`src/rtl/alu_pkg.sv`:
```
// Shared types and constants for the ALU result capture path.
package alu_pkg;

    typedef enum logic [1:0] {IDLE, PRESS_CHK, HELD, REL_CHK} cap_state_t;

    localparam int FLAG_N = 3;
    localparam int FLAG_Z = 2;
    localparam int FLAG_C = 1;
    localparam int FLAG_V = 0;

    function automatic int digits_for(input int n);
        return (n + 3) / 4;
    endfunction

endpackage

```
`src/rtl/key_debounce.sv`:
```
// Synchronizes and debounces an active-low pushbutton; press_pulse marks the
// edge on which a press is confirmed (PRESS_CHK -> HELD).
module key_debounce
    import alu_pkg::*;
#(
    parameter int DEB_CYCLES = 500000
) (
    input  logic clk,
    input  logic rst_n,
    input  logic key_n,
    output logic press_pulse
);

    localparam int CW = $clog2(DEB_CYCLES);
    localparam logic [CW-1:0] CNT_MAX = CW'(DEB_CYCLES - 1);

    logic [1:0]    sync_q, sync_d;
    cap_state_t    state_q, state_d;
    logic [CW-1:0] cnt_q, cnt_d;
    logic          k;

    assign k = ~sync_q[1];

    always_comb begin
        sync_d      = {sync_q[0], key_n};
        state_d     = state_q;
        cnt_d       = cnt_q;
        press_pulse = 1'b0;
        case (state_q)
            IDLE: begin
                if (k) begin
                    state_d = PRESS_CHK;
                    cnt_d   = '0;
                end
            end
            PRESS_CHK: begin
                if (!k) begin
                    state_d = IDLE;
                end else if (cnt_q == CNT_MAX) begin
                    // Decoded, not registered, so capture lands on this same edge.
                    state_d     = HELD;
                    press_pulse = 1'b1;
                end else begin
                    cnt_d = cnt_q + 1'b1;
                end
            end
            HELD: begin
                if (!k) begin
                    state_d = REL_CHK;
                    cnt_d   = '0;
                end
            end
            REL_CHK: begin
                if (k) begin
                    state_d = HELD;
                end else if (cnt_q == CNT_MAX) begin
                    state_d = IDLE;
                end else begin
                    cnt_d = cnt_q + 1'b1;
                end
            end
            default: state_d = IDLE;
        endcase
    end

    always_ff @(posedge clk) begin
        if (!rst_n) begin
            sync_q  <= 2'b11;
            state_q <= IDLE;
            cnt_q   <= '0;
        end else begin
            sync_q  <= sync_d;
            state_q <= state_d;
            cnt_q   <= cnt_d;
        end
    end

endmodule

```
`src/rtl/alu_result_capture.sv`:
```
// Snapshots ALU result and flags on each debounced key press and holds them
// as per-digit nibbles for the hex display decoders.
module alu_result_capture
    import alu_pkg::*;
#(
    parameter int N          = 4,
    parameter int DEB_CYCLES = 500000,
    parameter int CNT_W      = 8,
    parameter int DIGITS     = (N + 3) / 4
) (
    input  logic                  clk,
    input  logic                  rst_n,
    input  logic [N-1:0]          result,
    input  logic [3:0]            flags,
    input  logic                  key_n,
    output logic [4*DIGITS-1:0]   hex_nibble,
    output logic [DIGITS-1:0]     blank,
    output logic [3:0]            flags_q,
    output logic                  valid,
    output logic                  cap_pulse,
    output logic [CNT_W-1:0]      cap_count
);

    logic press;

    key_debounce #(.DEB_CYCLES(DEB_CYCLES)) u_deb (
        .clk        (clk),
        .rst_n      (rst_n),
        .key_n      (key_n),
        .press_pulse(press)
    );

    logic [4*DIGITS-1:0] hex_q, hex_d;
    logic [3:0]          flag_cap_q, flag_cap_d;
    logic [DIGITS-1:0]   blank_q, blank_d;
    logic                valid_q, valid_d;
    logic                pulse_q, pulse_d;
    logic [CNT_W-1:0]    count_q, count_d;

    always_comb begin
        hex_d      = hex_q;
        flag_cap_d = flag_cap_q;
        blank_d    = blank_q;
        valid_d    = valid_q;
        pulse_d    = 1'b0;
        count_d    = count_q;
        if (press) begin
            // Zero-extend so unused bits of the top digit read as 0.
            hex_d          = '0;
            hex_d[N-1:0]   = result;
            flag_cap_d     = flags;
            blank_d        = '0;
            valid_d        = 1'b1;
            pulse_d        = 1'b1;
            count_d        = count_q + 1'b1;
        end
    end

    always_ff @(posedge clk) begin
        if (!rst_n) begin
            hex_q      <= '0;
            flag_cap_q <= '0;
            blank_q    <= '1;
            valid_q    <= 1'b0;
            pulse_q    <= 1'b0;
            count_q    <= '0;
        end else begin
            hex_q      <= hex_d;
            flag_cap_q <= flag_cap_d;
            blank_q    <= blank_d;
            valid_q    <= valid_d;
            pulse_q    <= pulse_d;
            count_q    <= count_d;
        end
    end

    assign hex_nibble = hex_q;
    assign flags_q    = flag_cap_q;
    assign blank      = blank_q;
    assign valid      = valid_q;
    assign cap_pulse  = pulse_q;
    assign cap_count  = count_q;

endmodule

```
`config.mk`:
```
export PLATFORM = sky130hd
export DESIGN_NAME = alu_result_capture
export DESIGN_NICKNAME = d
export VERILOG_FILES = /design/src/rtl/alu_pkg.sv /design/src/rtl/key_debounce.sv /design/src/rtl/alu_result_capture.sv
export SDC_FILE = /design/constraint.sdc
export NUM_CORES = 1
export LEC_CHECK = 0
export CORE_ASPECT_RATIO = 0.5
export CORE_MARGIN = 3
export CORE_UTILIZATION = 42
export CTS_CLUSTER_DIAMETER = 100
export DETAILED_ROUTE_END_ITERATION = 10
export PLACE_DENSITY_LB_ADDON = 0.2
export SLEW_MARGIN = 25
export SYNTH_ARGS = -nofsm -noshare
export SYNTH_HDL_FRONTEND = slang
export SYNTH_SLANG_ARGS = --single-unit
```
`constraint.sdc`:
```
create_clock -name clk -period 2.4 [get_ports clk]
set_clock_uncertainty 0.1 [all_clocks]
set_input_delay 0.72 -clock clk [delete_from_list [all_inputs] [get_ports clk]]
set_output_delay 0.72 -clock clk [all_outputs]
set_load 0.01 [all_outputs]
```
# == Word level (Yosys, flattened, before mapping) ==
# Cells that the tools add are included.
# classes
add_sub_neg,2
eq_ne,10
reduce_logical,3
muxes,17
# ops
operator,n
19-bit 2-to-1 mux,5
19-bit case mux with 4 select lines,1
"19-bit by 1-bit adder with 19-bit output, second input constant",1
"19-bit equality test, second input constant",1
2-bit 2-to-1 mux,6
"8-bit by 1-bit adder with 8-bit output, second input constant",1
2-bit case mux with 4 select lines,1
4-bit AND reduction,2
"2-bit equality test, second input constant",2
1-bit 2-to-1 mux,4
"2-bit by 1-bit != test with 1-bit output, second input constant",2
"2-bit != test, second input constant",2
"3-bit by 1-bit != test with 1-bit output, second input constant",1
"3-bit != test, second input constant",1
"2-bit by 1-bit equality test with 1-bit output, second input constant",1
2-bit logical NOT,1
# word_totals
word_cells,41
output_inout_bits,19
regBits,42
inputBits,11

# == Logic depth before layout (Yosys ltp) ==
# Gate-level depths: netlist (run 1).
# depth
depth_word,5
mapped_depth,7
depth_no_buf,6

# == Cells and area by module ==
# A second synthesis (run 1) with hierarchy kept.
# unflattened
hier_cells,204
area_unflattened_um2,1908.1
# by_module_without_submodules
mod,area_each_um2,seq_area_each_um2,instances,cells_each
key_debounce,1159.9,460.4,1,135
alu_result_capture,748.2,380.4,1,69

# == Worst setup path before layout (run 1) ==
# OpenSTA, ideal clock, no wires.
# synth_timing
path_type,register to register
from,register u_deb.cnt_q[7]
to,register u_deb.cnt_q[0]
period_less_slack_ns,1.929
n_path_buf,2
arrival_time_ns,1.708
setup_time_ns,0.121
path_slack_ns,0.471
t_required_ns,2.179
stages_incl_launch_ff,7
cell_sequence,dfxtp_1 buf_6 or4b_4 nor3_4 a21oi_2 buf_6 mux2_2
# synth_between
elab_chain_cells,4
word_cells_on_any_way,5
classes_between,eq/ne (1); mux (4)
# synth_lines
item,line,rtl
start: declaration,key_debounce.sv:19,"logic [CW-1:0] cnt_q, cnt_d;"
start signal: assignment,key_debounce.sv:74,cnt_q <= cnt_d;
19-bit equality test *,"key_debounce.sv:39, key_debounce.sv:56",
19-bit 2-to-1 mux *,-,
19-bit 2-to-1 mux (on tied branches),-,
19-bit case mux with 4 select lines *,-,
# Mark *: on every way between the ends. The rest lies on a longest branch, timed or not. The select of a mux whose other input is x is not followed.
# A chain may end at the register's enable or synchronous reset.

# == Worst setup path in the final report (run 1) ==
# layout_timing
from,"register count_q[0], in the netlist cap_count[0]"
to,output port cap_count[0]
# layout_rtl
item,line,rtl
start: declaration,alu_result_capture.sv:38,"logic [CNT_W-1:0] count_q, count_d;"
start signal: assignment,alu_result_capture.sv:73,count_q <= count_d;
end: declaration,alu_result_capture.sv:21,output logic [CNT_W-1:0] cap_count
# No word-level cell between the ends.

==> results of run 1 <==
-- layout by cell type, fill, tap and decap left out, types with 2 or more instances in the layout --
cell type / count
a31oi_1: 8
o21ai_1: 2
o31ai_1: 2
nand4_1: 5
mux2i_1: 2
o41ai_1: 2
or3_1: 4
o21ai_0: 7
nor4_1: 4
nand3_2: 2
clkdlybuf4s50_1: 29
and3_1: 3
or4_1: 2
nor4b_1: 2
nand2_1: 35
inv_1: 7
and4_1: 3
nand3_1: 13
nand2b_1: 5
a211oi_1: 2
xnor2_1: 4
o21bai_1: 2
buf_4: 8
nor2_1: 18
ha_1: 2
clkbuf_8: 5
a21oi_1: 23
a41oi_1: 2
dfxtp_1: 42
xor2_1: 2
-- metrics by stage --
step / power (mW) / hold slack, ns
after global routing: 1.25 / 0.342
after global placement: 0.765 / 0.295
after floorplan: 0.739 / 0.286
after CTS: 1.22 / 0.316
final: 1.21 / 0.315
after detailed placement: 0.766 / 0.294
-- Yosys cell counts, types with 2 or more instances --
cell      count
inv_1         7
or4_1         2
a21oi_1      23
o21bai_1      2
a211oi_1      2
clkbuf_1      6
o41ai_1       2
nor4_1        4
o31ai_1       2
nand3_1      13
and4_1        3
nor2_1       18
nand2b_1      5
buf_2         3
o21ai_1       2
nand4_1       5
nand3_2       2
o21ai_0       7
a31oi_1       8
or3_1         4
nand2_1      35
a41oi_1       2
ha_1          2
mux2i_1       2
xor2_1        2
and3_1        3
nor4b_1       2
xnor2_1       4
dfxtp_1      42
buf_6         2
-- metal layers --
metal,wire [um],part of all wire,GRT usage
met2,2040,0.44,0.292
met1,2350,0.51,0.221
met3,234,0.050,0.0533
met5,0,0,0
met4,15,0.0032,0.0419
-- flip-flops by register name, indices dropped and copies added, names as in the netlist, named ones only --
signal,cells
blank,1
cap_count,8
cap_pulse,1
flags_q,4
hex_nibble,4
u_deb.cnt_q,19
u_deb.state_q,1
u_deb.sync_q,2
valid,1
-- cell type report --
| class | count | area, sq um |
|---|---|---|
| Fill cell | 435 | 2040 |
| Multi-Input combinational cell | 177 | 1100 |
| Sequential cell | 42 | 841 |
| Timing Repair Buffer | 37 | 350 |
| Tap cell | 66 | 82.6 |
| Clock buffer | 6 | 72.6 |
| Inverter | 7 | 26.3 |
| Clock inverter | 2 | 13.8 |
-- cell families (layout without fill, tap and decap cells) --
group                    after synthesis  in the layout
AND/OR/NAND/NOR                      109            109
AO/OA/AOI/OAI                         57             57
flip-flops                            42             42
buffers and inverters                 18             52
XOR/XNOR                               6              6
multiplexers                           3              3
adder cells (fa/ha/maj)                2              2
-- final timing paths --
| path | startpoint | endpoint | slack [ns] | depth (start not counted) |
|---|---|---|---|---|
| max | cap_count[0] | cap_count[0] | 0.23 | 1 |
| min | u_deb.sync_q[0] | u_deb.sync_q[1] | 0.32 | 1 |
| max reg2reg | u_deb.cnt_q[0] | u_deb.cnt_q[0] | 0.23 | 5 |
| min reg2reg | u_deb.sync_q[0] | u_deb.sync_q[1] | 0.32 | 1 |
-- power by group --
part / internal, mW / switching (mW) / total [mW]
Combinational: 0.0239 / 0.0253 / 0.0492
Sequential: 0.698 / 0.00215 / 0.700
Clock: 0.206 / 0.254 / 0.460
Total: 0.928 / 0.281 / 1.21
==> results by group, run 1 <==
Outcome
  • Status: complete, no violations

Logic synthesis
  • Post-Syn Area: 2030 sq um
  • Yosys cell types: 51
  • Post-synthesis xor/xnor area fraction: 0.0259
  • FF+latch count, synth: between 40 and 50
  • Main combinational cell family by area after synthesis: simple AND/OR/NAND/NOR gates
  • Syn_nets: between 200 and 300
  • Multiplexer share of the synthesized area: 0.0154
  • Simple-Gate Fraction of Synth Area: 0.311
  • Area share of the largest cell type after synthesis: 0.414
  • Cells after Synth: 237
  • Most area-consuming cells after synthesis: dfxtp_1, nand2_1, a21oi_1
  • Seq/Total Area, Yosys: 0.414
  • Adder and majority gate portion of the synthesized area: 0.0123
  • Post-synth EDFFs: 0
  • Leading area contributor after synthesis: dfxtp_1
  • Main synth FF type: dfxtp_1
  • YS warnings: 0
  • Synth Area in Compound Gates: 0.179
  • FFs w/ async S/R, synth: 0
  • Syn avg cell area: 8.56 sq um

Clock tree
  • CTS sink cnt: 42
  • CTS Hold Bufs: 0
  • CTS Root Cell: clkbuf_8
  • CTS tree: done
  • CTS resizes: 0
  • Num CTS Buffers: 5
  • Number of setup buffers added after CTS: 0
  • Clock buffer depth: 2
  • Clk_lat worst skew: 0.29 ns
  • CTS H-tree depth: 2
  • CTS clk-pin slew, worst paths: approximately 0.080 ns

Floorplanning
  • # IOs: 30
  • Die height: 55.2 um
  • Core footprint: 4530 sq um
  • Initial Utilization: 0.448
  • DIE WIDTH: 104 um
  • Cell Rows: 17
  • Die area: roughly 5800 sq um

Cells and area
  • Area Growth Syn to Fin: 22.6%
  • Final Cell Area: 2490 sq um
  • Non-filler cells, final: 337
  • Antenna diodes: 0
  • Final nets: 283
  • Share of cells above drive strength 1: 0.107
  • Final Util: 0.549

Worst setup path
  • CP max stage cell: clkdlybuf4s50_1
  • Critical path class: flip-flop to output port
  • Critical path's top delay family: buffers and inverters
  • Crit-path max cell delay: ~0.6 ns
  • CP Launch Type: flip-flop
  • CP Capture Type: output port
  • Crit-path cells: clkdlybuf4s50_1
  • Worst EP arrival: 1.35 ns
  • WP data required: approximately 1.6 ns
  • CP Max Fanout: 6
  • WP buf/inv: 1

Place
  • GPL Wtd Cong: around 0.85
  • Pre-CTS setup slack: 0.194 ns
  • Area of placed instances: 2400 sq um
  • Port Buf Inserts: 29
  • Dpl hpwl: ~3400 um
  • Inst Count DP: 329

Drt
  • Drt drc: 0
  • Final WL: 4640 um
  • Via count: 1835
  • Antenna-violating nets left: 0
  • Drt first pass iters: 4
  • WL per Instance: around 14 um
  • Vias per inst: roughly 5.4
  • DRT iter0 DRCs: 69

Timing
  • FMAX: 462 MHz
  • Slew Limit Fails: 0
  • Final hold vios: 0
  • Fin crit period: around 2.2 ns
  • Fin crit share: 0.903
  • Worst-Margin Slew: 0.516 ns
  • Setup TNS: 0 ns
  • Endpoints failing setup: 0
  • RSZ-0062 raised after global routing: no
  • Slew Limit Headroom: 0.652
  • Final setup margin: 0.234 ns

Global route
  • First-pass GRT wire length: 7960 um
  • Total global-route track usage: 0.172
  • Vias in the first global route: between 1500 and 2000
  • Congestion Overflow GR: 0
  • Largest net degree at the start of global routing: 20
  • Initial antenna violation count: 0

Min path
  • HP Class: flip-flop to flip-flop

Power
  • LEAKAGE: about 0.81 nW
  • Peak supply drop: 0.226 mV
  • PD cells: 486 nW/um^2

Job
  • MaxCap Viol Count: 0
Power figures use the tool's default switching activity.
==> run 2, diff against run 1 <==
--- a/config.mk
+++ b/config.mk
@@ -5,6 +5,7 @@
 export SDC_FILE = /design/constraint.sdc
 export NUM_CORES = 1
 export LEC_CHECK = 0
+export ABC_AREA = 1
 export CORE_ASPECT_RATIO = 0.5
 export CORE_MARGIN = 3
 export CORE_UTILIZATION = 42
==> results by group, run 2 <==
Outcome
  • Status: complete, no violations

Place
  • Dpl hpwl: between 3000 and 4000 um
  • Pre-CTS setup slack: 0.406 ns
  • GPL Wtd Cong: between 0.8 and 0.9
  • Port Buf Inserts: 29

Min path
  • HP Class: flip-flop to flip-flop
  • WHS Path Cells: 1

Logic synthesis
  • Seq/Total Area, Yosys: 0.368
  • Yosys cell types: 30
  • Post-Syn Area: 2280 sq um
  • FFs w/ async S/R, synth: 0
  • Area share of the largest cell type after synthesis: 0.368
  • YS warnings: 0
  • Most area-consuming cells after synthesis: dfxtp_1, nand2_1, nor2_1
  • Most instantiated library cell after synthesis: nand2_1
  • Syn avg cell area: 6.84 sq um
  • Leading area contributor after synthesis: dfxtp_1
  • FF+latch count, synth: 42
  • Post-synth EDFFs: 0
  • Synth top cells by count: nand2_1, nor2_1, dfxtp_1, inv_1, nand3_1
  • Syn_nets: 347
  • Main synth FF type: dfxtp_1
  • Cells after Synth: between 300 and 400

Floorplanning
  • Die area: ~6400 sq um
  • Initial Utilization: 0.449
  • Core footprint: around 5100 sq um
  • Cell Rows: 18
  • DIE WIDTH: 110 um
  • Die height: 58.1 um
  • # IOs: 30

Cells and area
  • Largest register by flop count: u_deb.cnt_q
  • Final nets: 374
  • # fillers: 516
  • Max reg flops: 19
  • Antenna diodes: 0
  • Commonest cells after routing, fill and taps aside: nand2_1, nor2_1, dfxtp_1
  • Share of cells above drive strength 1: 0.0829
  • Area Growth Syn to Fin: 18.7%
  • Commonest non-fill, non-tap cell in the layout: nand2_1

Clock tree
  • CTS tree: done
  • CTS Hold Bufs: 0
  • Clock buffer depth: 2
  • CTS sink cnt: 42
  • Num CTS Buffers: 5
  • Clk_lat worst skew: 0.30 ns
  • CTS resizes: 0
  • CTS clk-pin slew, worst paths: 0.08 ns
  • CTS H-tree depth: 2
  • Number of setup buffers added after CTS: 0
  • CTS Root Cell: clkbuf_8

Worst setup path
  • WP data required: 1.58 ns
  • Crit-path max cell delay: 0.57 ns
  • CP Capture Type: output port
  • CP Launch Type: flip-flop
  • Critical path class: flip-flop to output port
  • CP max stage cell: clkdlybuf4s50_1
  • WP buf/inv: 1
  • Critical path's top delay family: buffers and inverters
  • Crit-path cells: clkdlybuf4s50_1
  • CP Max Fanout: 5
  • Worst reg2reg path depth: 5
  • Stages on worst setup path: 1
  • Worst EP arrival: 1.28 ns

Drt
  • Via count: approximately 2200
  • DRT iter0 DRCs: 108
  • WL per Instance: about 12 um
  • Drt drc: 0
  • Final WL: 5310 um
  • Antenna-violating nets left: 0
  • Vias per inst: 5.06
  • Drt first pass iters: 4

Timing
  • Endpoints failing setup: 0
  • FMAX: 476 MHz
  • Final Hold Slack: 0.334 ns
  • Worst-Margin Slew: 0.555 ns
  • Fin crit period: 2.10 ns
  • RSZ-0062 raised after global routing: no
  • Slew Limit Headroom: 0.630
  • Fin crit share: 0.876
  • Slew Limit Fails: 0
  • Setup TNS: 0 ns
  • Final hold vios: 0
  • Final setup margin: 0.299 ns

Global route
  • First-pass GRT wire length: 8960 um
  • Vias in the first global route: 2013
  • Largest net degree at the start of global routing: 24
  • Initial antenna violation count: 0
  • Congestion Overflow GR: 0
  • Total global-route track usage: 0.179

Power
  • Peak supply drop: 0.291 mV
  • PD cells: 481 nW/um^2
  • LEAKAGE: between 0.9 and 1 nW

Job
  • MaxCap Viol Count: 0
## run 2: changes by cell type in the layout (fill, tap and decap cells not counted), sizes merged, moves of 5 or more
cell / previous run / this run
nand2: 35 / 83
nor2: 18 / 54
inv: 7 / 35
nand3: 15 / 30
o21ai: 10 / 17
a21oi: 24 / 30
buf: 8 / 2
nand4: 6 / 12
a31oi: 8 / 3
nand2b: 5 / 0
nor4: 5 / 0
## run 2: layout make-up
| type | count | area [sq um] | share of cell area |
|---|---|---|---|
| Timing Repair Buffer | 31 | 305 | 0.113 |
| Clock inverter | 2 | 37.5 | 0.0138 |
| Tap cell | 70 | 87.6 | 0.0323 |
| Sequential cell | 42 | 841 | 0.310 |
| Clock buffer | 6 | 72.6 | 0.0268 |
| Multi-Input combinational cell | 246 | 1240 | 0.456 |
| Inverter | 35 | 131 | 0.0485 |
## run 2: routing by layer
metal  part of all wire  track usage  vias up  routed length (um)
li1                   -            -     1131                   -
met4              0.011       0.0719        0                  56
met1               0.51        0.240      992                2720
met5                  0            0        -                   0
met3              0.063       0.0623        4                 337
met2               0.41        0.266       61                2200
## run 2: worst paths after layout
check / to / slack, ns / startpoint
setup / recovery: cap_count[3] / 0.30 / cap_count[3]
hold / removal: u_deb.sync_q[1] / 0.33 / u_deb.sync_q[0]
setup reg to reg: flags_q[3] / 0.41 / u_deb.state_q[0]
hold reg to reg: u_deb.sync_q[1] / 0.33 / u_deb.sync_q[0]
## run 2: metrics by stage
stage	cell area, sq um	utilization	power (mW)	std cells
6_report	2710	0.533	1.30	432
5_1_grt	2710	0.533	1.35	432
4_1_cts	2710	0.533	1.31	432
3_5_place_dp	2600	0.511	0.765	424
3_3_place_gp	2600	0.511	0.764	424
2_1_floorplan	2280	-	0.742	334
## run 2: worst register-to-register path, cell delays in order (launching register included)
cell and delay [ns]:
dfxtp_1 0.41, inv_1 0.17, nor3_4 0.33, nand4_2 0.47
o21ai_0 0.33, a21oi_1 0.06
## run 2: where the power goes
group | internal [mW] | switching [mW]
clock network | 0.310 | 0.245
registers | 0.698 | 0.00263
logic | 0.0224 | 0.0249
## run 2: cells by family (layout without fill, tap and decap cells)
logic type,after synthesis,count (layout),share of synthesized area
simple gates,185,185,0.373
xor+xnor,6,6,0.0312
compound gates,53,53,0.126
buf+inv,46,74,0.0904
fa+ha+maj,2,2,0.0110
flops,42,42,0.368
==> run 3, diff against run 2 <==
--- a/config.mk
+++ b/config.mk
@@ -6,7 +6,7 @@
 export NUM_CORES = 1
 export LEC_CHECK = 0
 export ABC_AREA = 1
-export CORE_ASPECT_RATIO = 0.5
+export CORE_ASPECT_RATIO = 1.2
 export CORE_MARGIN = 3
 export CORE_UTILIZATION = 42
 export CTS_CLUSTER_DIAMETER = 100
==> constraint.sdc (replaced) <==
create_clock -name clk -period 2 [get_ports clk]
set_clock_uncertainty 0.1 [all_clocks]
set_input_delay 0.6 -clock clk [delete_from_list [all_inputs] [get_ports clk]]
set_output_delay 0.6 -clock clk [all_outputs]
set_load 0.01 [all_outputs]
==> results by group, run 3 (synthesis results as in run 2) <==
Outcome
  • Status: complete, no violations

Cells and area
  • Final nets: 382
  • Commonest non-fill, non-tap cell in the layout: nand2_1
  • Antenna diodes: 0
  • # fillers: 473
  • Commonest cells after routing, fill and taps aside: nand2_1, nor2_1, dfxtp_1
  • Area Growth Syn to Fin: 22.1%
  • Largest register by flop count: u_deb.cnt_q
  • Non-filler cells, final: 430
  • Share of cells above drive strength 1: 0.116
  • Max reg flops: 19

Timing
  • Fin crit period: 1.93 ns
  • Worst-Margin Slew: 0.336 ns
  • Fin crit share: 0.964
  • Slew Limit Fails: 0
  • FMAX: 518 MHz
  • Slew Limit Headroom: 0.775
  • RSZ-0062 raised after global routing: no
  • Final hold vios: 0
  • Setup TNS: 0 ns
  • Endpoints failing setup: 0

Drt
  • Antenna-violating nets left: 0
  • Final WL: between 5000 and 6000 um
  • Drt first pass iters: 5
  • Vias per inst: between 5 and 6
  • WL per Instance: 12.4 um
  • Drt drc: 0
  • Via count: 2174
  • DRT iter0 DRCs: 130

Floorplanning
  • Cell Rows: 28
  • Die height: 86.8 um
  • Initial Utilization: 0.450
  • DIE WIDTH: 73.3 um
  • Die area: 6360 sq um
  • Core footprint: 5080 sq um
  • # IOs: 30

Global route
  • Met3 GRT Util: 0.0336
  • Vias in the first global route: roughly 2100
  • Grt met1 use: 0.234
  • GR Util met2: 0.312
  • Total global-route track usage: 0.185
  • GR peak layer: met2
  • First-pass GRT wire length: approximately 9500 um
  • Initial antenna violation count: 0
  • Congestion Overflow GR: 0
  • Largest net degree at the start of global routing: 24

Worst setup path
  • Worst EP arrival: 1.23 ns
  • WP buf/inv: 1
  • Crit-path max cell delay: between 0.5 and 0.6 ns
  • CP max stage cell: clkdlybuf4s50_1
  • Critical path's top delay family: buffers and inverters
  • Launch point of the worst reg-to-reg path: u_deb.cnt_q[1]
  • WP data required: 1.30 ns
  • Worst Setup SP: cap_count[1]
  • CP Launch Type: flip-flop
  • Crit-path cells: clkdlybuf4s50_1
  • CP Capture Type: output port
  • Critical path class: flip-flop to output port
  • CP Max Fanout: 4

Power
  • Reg power frac: 0.535
  • Clock network power share: 0.426
  • Comb pwr share: 0.040
  • Net Switching: ~0.33 mW
  • LEAKAGE: 0.957 nW
  • Internal power: 1.24 mW
  • PD cells: roughly 560 nW/um^2
  • Switch share: 0.210
  • Peak supply drop: 0.352 mV

Clock tree
  • CTS tree: done
  • Num CTS Buffers: 5
  • Clk_lat worst skew: 0.29 ns
  • Clock buffer depth: 2
  • CTS sink cnt: 42
  • CTS clk-pin slew, worst paths: 0.08 ns
  • CTS Root Cell: clkbuf_8
  • CTS H-tree depth: 2
  • CTS Hold Bufs: 0

Min path
  • Min-Delay Startpoint: u_deb.sync_q[0]
  • HP Class: flip-flop to flip-flop

Place
  • Port Buf Inserts: 29
  • GPL Wtd Cong: 0.908
  • Inst Count DP: 421
  • Dpl hpwl: 3990 um

Job
  • MaxCap Viol Count: 0
-- run 3: cell count changes in the layout (fill, tap and decap cells not counted) --
cell	delta
buf_12	+1
buf_4	+7
dfxtp_1	-4
dfxtp_2	+4
ha_1	-1
ha_2	+1
nor2_2	-2
nor2_4	+2
-- run 3: path summary, 6_finish.rpt --
kind	endpoint	slack (ns)	cells past startpoint
hold / removal	u_deb.sync_q[1]	0.32	1
setup / recovery	cap_count[1]	0.07	1
hold reg to reg	u_deb.sync_q[1]	0.32	1
setup reg to reg	cap_count[6]	0.24	8
-- run 3: power by group through the flow --
stage / Sequential, mW / Clock [mW] / Combinational (mW)
floorplan: 0.860 / 0 / 0.0306
global placement: 0.861 / 0 / 0.0623
detailed placement: 0.861 / 0 / 0.0631
CTS: 0.841 / 0.694 / 0.0629
global route: 0.842 / 0.727 / 0.0684
finish: 0.841 / 0.669 / 0.0624
-- run 3: cell type report --
class,instances,area (sq um),area share
tap,60,75.1,0.0269
multi-input combinational,246,1250,0.448
clock inverter,2,37.5,0.0135
sequential,42,846,0.303
clock buffer,6,72.6,0.0260
timing repair buffer,39,378,0.135
inverter,35,131,0.0471
-- run 3: repair_timing --
action | 4_1_cts | 5_1_grt
setup endpoints to repair | 0 | 17
resized for setup | 0 | 7
setup buffers | 0 | 1
-- run 3: per-stage QoR --
stage | instance area [sq um] | power, mW | utilization | hold WS, ns | worst slack, ns
2_1_floorplan | 2280 | 0.891 | - | 0.293 | 0.356
3_3_place_gp | 2650 | 0.923 | 0.522 | 0.297 | 0.116
3_5_place_dp | 2650 | 0.924 | 0.522 | 0.301 | 0.0920
4_1_cts | 2760 | 1.60 | 0.544 | 0.321 | 0.0157
5_1_grt | 2790 | 1.64 | 0.549 | 0.349 | 0.00751
6_report | 2790 | 1.57 | 0.549 | 0.318 | 0.0711
-- run 3: per-layer routing --
metal  part of all wire  up-vias  routed length [um]
li1                   -     1148                   -
met1               0.46      969                2480
met2               0.47       48                2540
met4              0.022        0                 116
met3              0.040        9                 212
met5                  0        -                   0
-- run 3: worst register-to-register path: stages (launching register included) --
cell     delay, ns
dfxtp_1       0.36
ha_2          0.21
nand2_1       0.12
nor2_4        0.15
nand3_1       0.14
nor2_4        0.24
nand3_1       0.12
o21ai_0       0.17
nor2_1        0.05
